===== src/rtl/btn_evt.sv =====
// btn_evt: turns debounced button levels into press/release/long-press events
// and queues them in a 4-entry first-word-fall-through queue for a ready/valid consumer.
module btn_evt #(
    parameter int unsigned BT_WIDTH   = 8,
    parameter int unsigned KEY_W      = 3,
    parameter bit          ACTIVE_LOW = 1'b1,
    parameter logic [25:0] HOLD_CYC   = 26'd50_000_000
) (
    input  logic                clk,
    input  logic                rst,
    input  logic [BT_WIDTH-1:0] btn_in,
    output logic                evt_valid,
    output logic [1:0]          evt_type,
    output logic [KEY_W-1:0]    evt_key,
    input  logic                evt_ready,
    output logic [BT_WIDTH-1:0] btn_state,
    output logic                ovf
);

    localparam int unsigned QDEPTH = 4;
    localparam int unsigned PTR_W  = 2;
    localparam int unsigned CNT_W  = 3;
    localparam int unsigned EW     = KEY_W + 2;
    localparam int unsigned HOLD_W = 26;

    localparam logic [1:0] EVT_PRESS   = 2'b00;
    localparam logic [1:0] EVT_RELEASE = 2'b01;
    localparam logic [1:0] EVT_LONG    = 2'b10;

    typedef enum logic [1:0] {
        TRK_IDLE = 2'b00,
        TRK_RUN  = 2'b01,
        TRK_DONE = 2'b10
    } trk_state_t;

    logic [BT_WIDTH-1:0] btn_state_q, btn_state_d;
    logic [BT_WIDTH-1:0] btn_prev_q,  btn_prev_d;
    logic [BT_WIDTH-1:0] press_pend_q, press_pend_d;
    logic [BT_WIDTH-1:0] rel_pend_q,   rel_pend_d;
    logic                long_pend_q,  long_pend_d;
    logic [KEY_W-1:0]    long_key_q,   long_key_d;
    logic                ovf_q,        ovf_d;

    trk_state_t          trk_state_q,  trk_state_d;
    logic [KEY_W-1:0]    trk_key_q,    trk_key_d;
    logic [HOLD_W-1:0]   hold_cnt_q,   hold_cnt_d;

    logic [EW-1:0]       mem_q [QDEPTH];
    logic [EW-1:0]       mem_d [QDEPTH];
    logic [PTR_W-1:0]    wr_ptr_q, wr_ptr_d;
    logic [PTR_W-1:0]    rd_ptr_q, rd_ptr_d;
    logic [CNT_W-1:0]    cnt_q,    cnt_d;
    logic                evt_valid_q, evt_valid_d;
    logic [1:0]          evt_type_q,  evt_type_d;
    logic [KEY_W-1:0]    evt_key_q,   evt_key_d;

    logic [BT_WIDTH-1:0] rise, fall, rel_elig;
    logic [BT_WIDTH-1:0] clr_press, clr_rel;
    logic                clr_long, long_set;
    logic                pop, can_push, issue;
    logic [1:0]          new_type;
    logic [KEY_W-1:0]    new_key;
    logic [EW-1:0]       head;

    function automatic logic [KEY_W-1:0] lowest_idx(input logic [BT_WIDTH-1:0] v);
        logic [KEY_W-1:0] idx;
        idx = '0;
        for (int i = int'(BT_WIDTH) - 1; i >= 0; i--) begin
            if (v[i]) idx = KEY_W'(i);
        end
        return idx;
    endfunction

    function automatic logic [BT_WIDTH-1:0] lowest_onehot(input logic [BT_WIDTH-1:0] v);
        return v & (~v + BT_WIDTH'(1));
    endfunction

    always_comb begin
        btn_state_d  = btn_in ^ {BT_WIDTH{ACTIVE_LOW}};
        btn_prev_d   = btn_state_q;
        rise         = btn_state_q & ~btn_prev_q;
        fall         = ~btn_state_q & btn_prev_q;
        rel_elig     = rel_pend_q & ~press_pend_q;

        issue        = 1'b0;
        new_type     = EVT_PRESS;
        new_key      = '0;
        clr_press    = '0;
        clr_rel      = '0;
        clr_long     = 1'b0;
        long_set     = 1'b0;

        trk_state_d  = trk_state_q;
        trk_key_d    = trk_key_q;
        hold_cnt_d   = hold_cnt_q;

        mem_d        = mem_q;
        wr_ptr_d     = wr_ptr_q;
        rd_ptr_d     = rd_ptr_q;
        cnt_d        = cnt_q;

        pop      = evt_valid_q & evt_ready;
        can_push = (cnt_q != CNT_W'(QDEPTH)) || pop;

        // Arbiter: long > lowest release (not shadowed by its own press) > lowest press
        if (can_push) begin
            if (long_pend_q) begin
                issue    = 1'b1;
                new_type = EVT_LONG;
                new_key  = long_key_q;
                clr_long = 1'b1;
            end else if (|rel_elig) begin
                issue    = 1'b1;
                new_type = EVT_RELEASE;
                new_key  = lowest_idx(rel_elig);
                clr_rel  = lowest_onehot(rel_elig);
            end else if (|press_pend_q) begin
                issue     = 1'b1;
                new_type  = EVT_PRESS;
                new_key   = lowest_idx(press_pend_q);
                clr_press = lowest_onehot(press_pend_q);
            end
        end

        press_pend_d = (press_pend_q & ~clr_press) | rise;
        rel_pend_d   = (rel_pend_q & ~clr_rel) | fall;
        ovf_d        = ovf_q
                     | (|(rise & press_pend_q & ~clr_press))
                     | (|(fall & rel_pend_q & ~clr_rel));

        // Long-press tracker follows a single key until that key is released
        unique case (trk_state_q)
            TRK_IDLE: begin
                if (|btn_state_q) begin
                    trk_key_d   = lowest_idx(btn_state_q);
                    hold_cnt_d  = '0;
                    trk_state_d = TRK_RUN;
                end
            end
            TRK_RUN: begin
                if (!btn_state_q[trk_key_q]) begin
                    trk_state_d = TRK_IDLE;
                end else if (hold_cnt_q == HOLD_CYC - 26'd1) begin
                    long_set    = 1'b1;
                    trk_state_d = TRK_DONE;
                end else begin
                    hold_cnt_d  = hold_cnt_q + 26'd1;
                end
            end
            TRK_DONE: begin
                if (!btn_state_q[trk_key_q]) trk_state_d = TRK_IDLE;
            end
            default: trk_state_d = TRK_IDLE;
        endcase

        long_pend_d = (long_pend_q & ~clr_long) | long_set;
        long_key_d  = long_set ? trk_key_q : long_key_q;

        if (issue) begin
            mem_d[wr_ptr_q] = {new_type, new_key};
            wr_ptr_d        = wr_ptr_q + PTR_W'(1);
        end
        if (pop) rd_ptr_d = rd_ptr_q + PTR_W'(1);

        unique case ({issue, pop})
            2'b10:   cnt_d = cnt_q + CNT_W'(1);
            2'b01:   cnt_d = cnt_q - CNT_W'(1);
            default: cnt_d = cnt_q;
        endcase

        // Head word is registered so the outputs come straight from flops
        head        = mem_d[rd_ptr_d];
        evt_valid_d = (cnt_d != '0);
        evt_type_d  = evt_valid_d ? head[EW-1 -: 2] : 2'b00;
        evt_key_d   = evt_valid_d ? head[KEY_W-1:0] : '0;
    end

    always_ff @(posedge clk) begin
        if (rst) begin
            btn_state_q  <= '0;
            btn_prev_q   <= '0;
            press_pend_q <= '0;
            rel_pend_q   <= '0;
            long_pend_q  <= 1'b0;
            long_key_q   <= '0;
            ovf_q        <= 1'b0;
            trk_state_q  <= TRK_IDLE;
            trk_key_q    <= '0;
            hold_cnt_q   <= '0;
            mem_q        <= '{default: '0};
            wr_ptr_q     <= '0;
            rd_ptr_q     <= '0;
            cnt_q        <= '0;
            evt_valid_q  <= 1'b0;
            evt_type_q   <= 2'b00;
            evt_key_q    <= '0;
        end else begin
            btn_state_q  <= btn_state_d;
            btn_prev_q   <= btn_prev_d;
            press_pend_q <= press_pend_d;
            rel_pend_q   <= rel_pend_d;
            long_pend_q  <= long_pend_d;
            long_key_q   <= long_key_d;
            ovf_q        <= ovf_d;
            trk_state_q  <= trk_state_d;
            trk_key_q    <= trk_key_d;
            hold_cnt_q   <= hold_cnt_d;
            mem_q        <= mem_d;
            wr_ptr_q     <= wr_ptr_d;
            rd_ptr_q     <= rd_ptr_d;
            cnt_q        <= cnt_d;
            evt_valid_q  <= evt_valid_d;
            evt_type_q   <= evt_type_d;
            evt_key_q    <= evt_key_d;
        end
    end

    assign btn_state = btn_state_q;
    assign ovf       = ovf_q;
    assign evt_valid = evt_valid_q;
    assign evt_type  = evt_type_q;
    assign evt_key   = evt_key_q;

endmodule


===== config.mk =====
export PLATFORM = sky130hd
export DESIGN_NAME = btn_evt
export DESIGN_NICKNAME = d
export VERILOG_FILES = /design/src/rtl/btn_evt.sv
export SDC_FILE = /design/constraint.sdc
export NUM_CORES = 1
export LEC_CHECK = 0
export BUFFER_PORTS_ARGS = -buffer_cell sky130_fd_sc_hd__buf_2
export CORE_MARGIN = 2
export CORE_UTILIZATION = 55
export CTS_BUF_LIST = sky130_fd_sc_hd__clkbuf_8
export DETAILED_ROUTE_END_ITERATION = 16
export GPL_ROUTABILITY_DRIVEN = 0
export GPL_TIMING_DRIVEN = 0
export PLACE_DENSITY = 0.76
export SYNTH_ARGS = -nofsm -noshare
export SYNTH_HDL_FRONTEND = slang
export SYNTH_SLANG_ARGS = --single-unit
export TNS_END_PERCENT = 5

===== constraint.sdc =====
create_clock -name clk -period 3.4 [get_ports clk]
set_input_delay 0.34 -clock clk [delete_from_list [all_inputs] [get_ports clk]]
set_output_delay 0.34 -clock clk [all_outputs]
set_load 0.02 [all_outputs]

==> results by group <==
Outcome
  – Status: finished with violations
  – Failing checks: negative setup slack

Route
  – Drt initial violations: 222
  – WL per Instance: 16.0 microns
  – Via count: 4550
  – DR DRC count: 0
  – DR vias/cell: 6.05
  – Drt pass-1 iters: 5
  – Antenna Violating Nets Remaining: 0
  – Detailed-route wire length: 12100 microns

Clock network
  – H-tree levels: 3
  – Worst-path clk slew: 100 ps
  – CTS tree: built
  – CTS root buf: clkbuf_8
  – Bufs on Longest Clock Path: 2
  – CTS Buf Count: 9
  – CTS Sinks: 101
  – Worst skew pair latency: 380 ps

Die
  – Die area: 0.00975 sq mm
  – Chip height: 98.7 microns
  – Row count: 34
  – I/O pins: 26
  – Core Area: 0.00872 sq mm
  – Die W: 98.7 microns
  – Initial Util: 0.566

Worst setup path
  – RR Startpoint: press_pend_q[0]
  – R2R depth: 14
  – Largest stage delay, worst path: 470 ps
  – Type of the worst setup path: flop to flop
  – Slowest cell on the critical path: or4_4
  – Worst Path Buf+Inv: 3
  – Crit. End Element: flop
  – Req. time, crit path: 3690 ps
  – Crit path from: press_pend_q[0]
  – FF-to-FF End: evt_type[0]
  – CP top delay family: simple AND/OR/NAND/NOR gates
  – CP Max Fanout: 6
  – Crit path DAT: 3700 ps
  – CP endpoint: evt_type[0]
  – R2R Setup Slk: -20 ps
  – Crit-path cells: buf_6, or4_4, nand3b_1, o31a_1, inv_2, ha_4, inv_2, fa_2, xor2_1, or3_4, a31oi_4, nand2b_4, a21o_1, o32ai_2
  – Critical Path Start Type: flop
  – Crit path top cell by count: inv_2
  – Critical path depth in cells: 14

GRT
  – Largest net degree at the start of global routing: 18
  – First-pass GRT wire length: 20200 microns
  – Gr ovfl total: 0
  – Initial antenna violation count: 0
  – Global-route usage over all layers: 0.252
  – Vias in the first global route: 4451

Cells and area
  – # diodes: 0
  – Share of layout cells above drive strength 1: 0.130
  – Syn-to-layout area delta: 12.3%
  – Final net count: 657

Logic synthesis
  – Yosys warns: 0
  – Sequential-to-total area share from yosys stat: 0.410
  – Ys flop type: dfxtp_1
  – Syn nets: 616
  – Mapped cell area: 0.00494 sq mm
  – Synth Register Bits: 101
  – Synthesized area per cell: 8.25 sq um
  – Synth unique cells: 61
  – Cell count after synthesis: 598
  – Post-synth EDFFs: 0
  – Post-synth ARST share: 0

Placed design
  – Pre-CTS setup slack: -420 ps
  – DP HPWL: 8730 microns
  – I/O Buffers: 25

STA
  – Slew Limit Fails: 0
  – Worst-margin pin slew: 1020 ps
  – Rel. slew slack: 0.313
  – Final setup skew: 13.1 ps
  – Fin. Hold Viols: 0
  – Post-layout min period: 3420 ps
  – Final period util: 1.00
  – RSZ-0062 raised after global routing: true
  – Count of final setup violators: 2
  – Final worst slack: -16.6 ps
  – Fmax: 293 MHz

Worst hold path
  – HP Class: input port to flop

Power
  – Power Total: 0.00325 W
  – Static leakage: 2.03 nW
  – Max VDD drop: 226 uV
  – Total power divided by cell area: 587 mW/mm^2

Flow run
  – Max-cap violations: 0
flip-flops by register name, summed over array words and instances (netlist names), 8 cells and up:
name	flops
btn_state	8
press_pend_q	8
hold_cnt_q	26
btn_prev_q	8
rel_pend_q	8
mem_q	20
cell type report:
| cell class | instances | area (sq um) |
|---|---|---|
| fillers | 761 | 3180 |
| multi-input cells | 450 | 2780 |
| flip-flops and latches | 101 | 2030 |
| repair buffers | 30 | 163 |
| clock buffers | 11 | 151 |
| well taps | 108 | 135 |
| plain buffers | 23 | 128 |
| inverters | 24 | 90.1 |
| clock inverters | 5 | 65.1 |
worst reg2reg max path: cells and delay by family, from the launching register on:
| family | cells | cell delay [ps] |
|---|---|---|
| and+or+nand+nor | 4 | 1130 |
| AOI/OAI and AO/OA | 4 | 1000 |
| adders and majority gates | 2 | 460 |
| DFF | 1 | 340 |
| buffers and inverters | 3 | 230 |
| xor gates and xnor gates | 1 | 160 |
logic make-up after synthesis:
logic type               Yosys count  share of synthesized area
AND/OR/NAND/NOR                  260                      0.266
AO/OA/AOI/OAI                    151                      0.196
buffers and inverters             47                     0.0421
adder cells (fa/ha/maj)            7                     0.0193
XOR/XNOR                          15                     0.0266
multiplexers                      17                     0.0403
flip-flops                       101                      0.410
layer usage:
metal / routed length [microns] / vias to the layer above / global-route usage
met5: 0 / - / 0
met4: 242 / 0 / 0.0832
met3: 630 / 27 / 0.0518
met2: 5920 / 127 / 0.439
met1: 5260 / 2167 / 0.313
li1: - / 2229 / -
how the worst min path moves through the flow:
stage	from	endpoint	cells after the start	slack [ps]
2_1_floorplan	btn_in[7]	btn_state[7]	1	410
3_3_place_gp	mem_q[13]	mem_q[13]	2	450
3_5_place_dp	mem_q[13]	mem_q[13]	2	450
4_1_cts	btn_in[0]	btn_state[0]	2	80
5_1_grt	btn_in[5]	btn_state[5]	2	80
6_report	btn_in[0]	btn_state[0]	2	100
cells in the final DEF (no fill, tap or decap), types with 4 or more instances in the layout:
cell,count
mux2i_1,12
and4_1,4
nand2b_1,12
or3_1,13
a21o_1,7
nor4_1,8
xnor2_1,10
dfxtp_1,95
ha_1,5
buf_2,28
nand3b_1,4
and2_1,7
dfxtp_2,5
nand3_1,20
o211ai_1,6
buf_6,5
or4_1,5
a211oi_1,18
nand2_1,60
nand4_1,7
nor2b_1,14
o21ai_0,25
nor3_1,12
and3_1,6
buf_4,5
clkbuf_8,11
clkbuf_1,15
xor2_1,5
a21oi_1,57
nor2_1,70
inv_1,22
cell usage after synthesis (all sizes together) (4+ instances only):
library cell    n  area share
and2            7      0.0089
mux2i          12       0.024
clkbuf         15       0.011
a211oi         18       0.027
or3            14       0.018
o211ai          6      0.0091
nand2          60       0.046
a21o            7       0.011
nor4            8       0.010
and4            4      0.0071
buf             8       0.012
nand3b          4      0.0061
dfxtp         101        0.41
ha              6       0.015
o21ai          26       0.026
nor2           70       0.053
nand3          20       0.020
or4             8       0.013
inv            24       0.018
nor3           12       0.012
xor2            5      0.0089
nand4           7      0.0089
nor2b          15       0.019
xnor2          10       0.018
and3            6      0.0076
nand2b         13       0.016
a21oi          59       0.061
stage by stage:
stage / utilization / hold WS (ps) / cells / area, sq um / TNS [ps]
after floorplan: - / 407 / 598 / 4960 / 0
after global placement: 0.598 / 448 / 731 / 5220 / -1290
after detailed placement: 0.598 / 450 / 731 / 5220 / -1510
after CTS: 0.635 / 84.1 / 752 / 5540 / -6.95
after global routing: 0.636 / 83.2 / 752 / 5550 / -464
final: 0.636 / 95.2 / 752 / 5550 / -21.0
timing repair:
action	CTS	global route
setup endpoints to repair	5	5
hold endpoints to repair	0	0
gates resized for setup	17	4
pin swaps	7	2
hold buffers	0	0
buffers inserted	5	0
power breakdown:
part           switching [W]  internal, W  total, W
registers          0.0000926      0.00131   0.00140
clock network       0.000435     0.000388  0.000823
logic               0.000624     0.000409   0.00103
total                0.00115      0.00210   0.00325
Power figures use the tool's default switching activity.
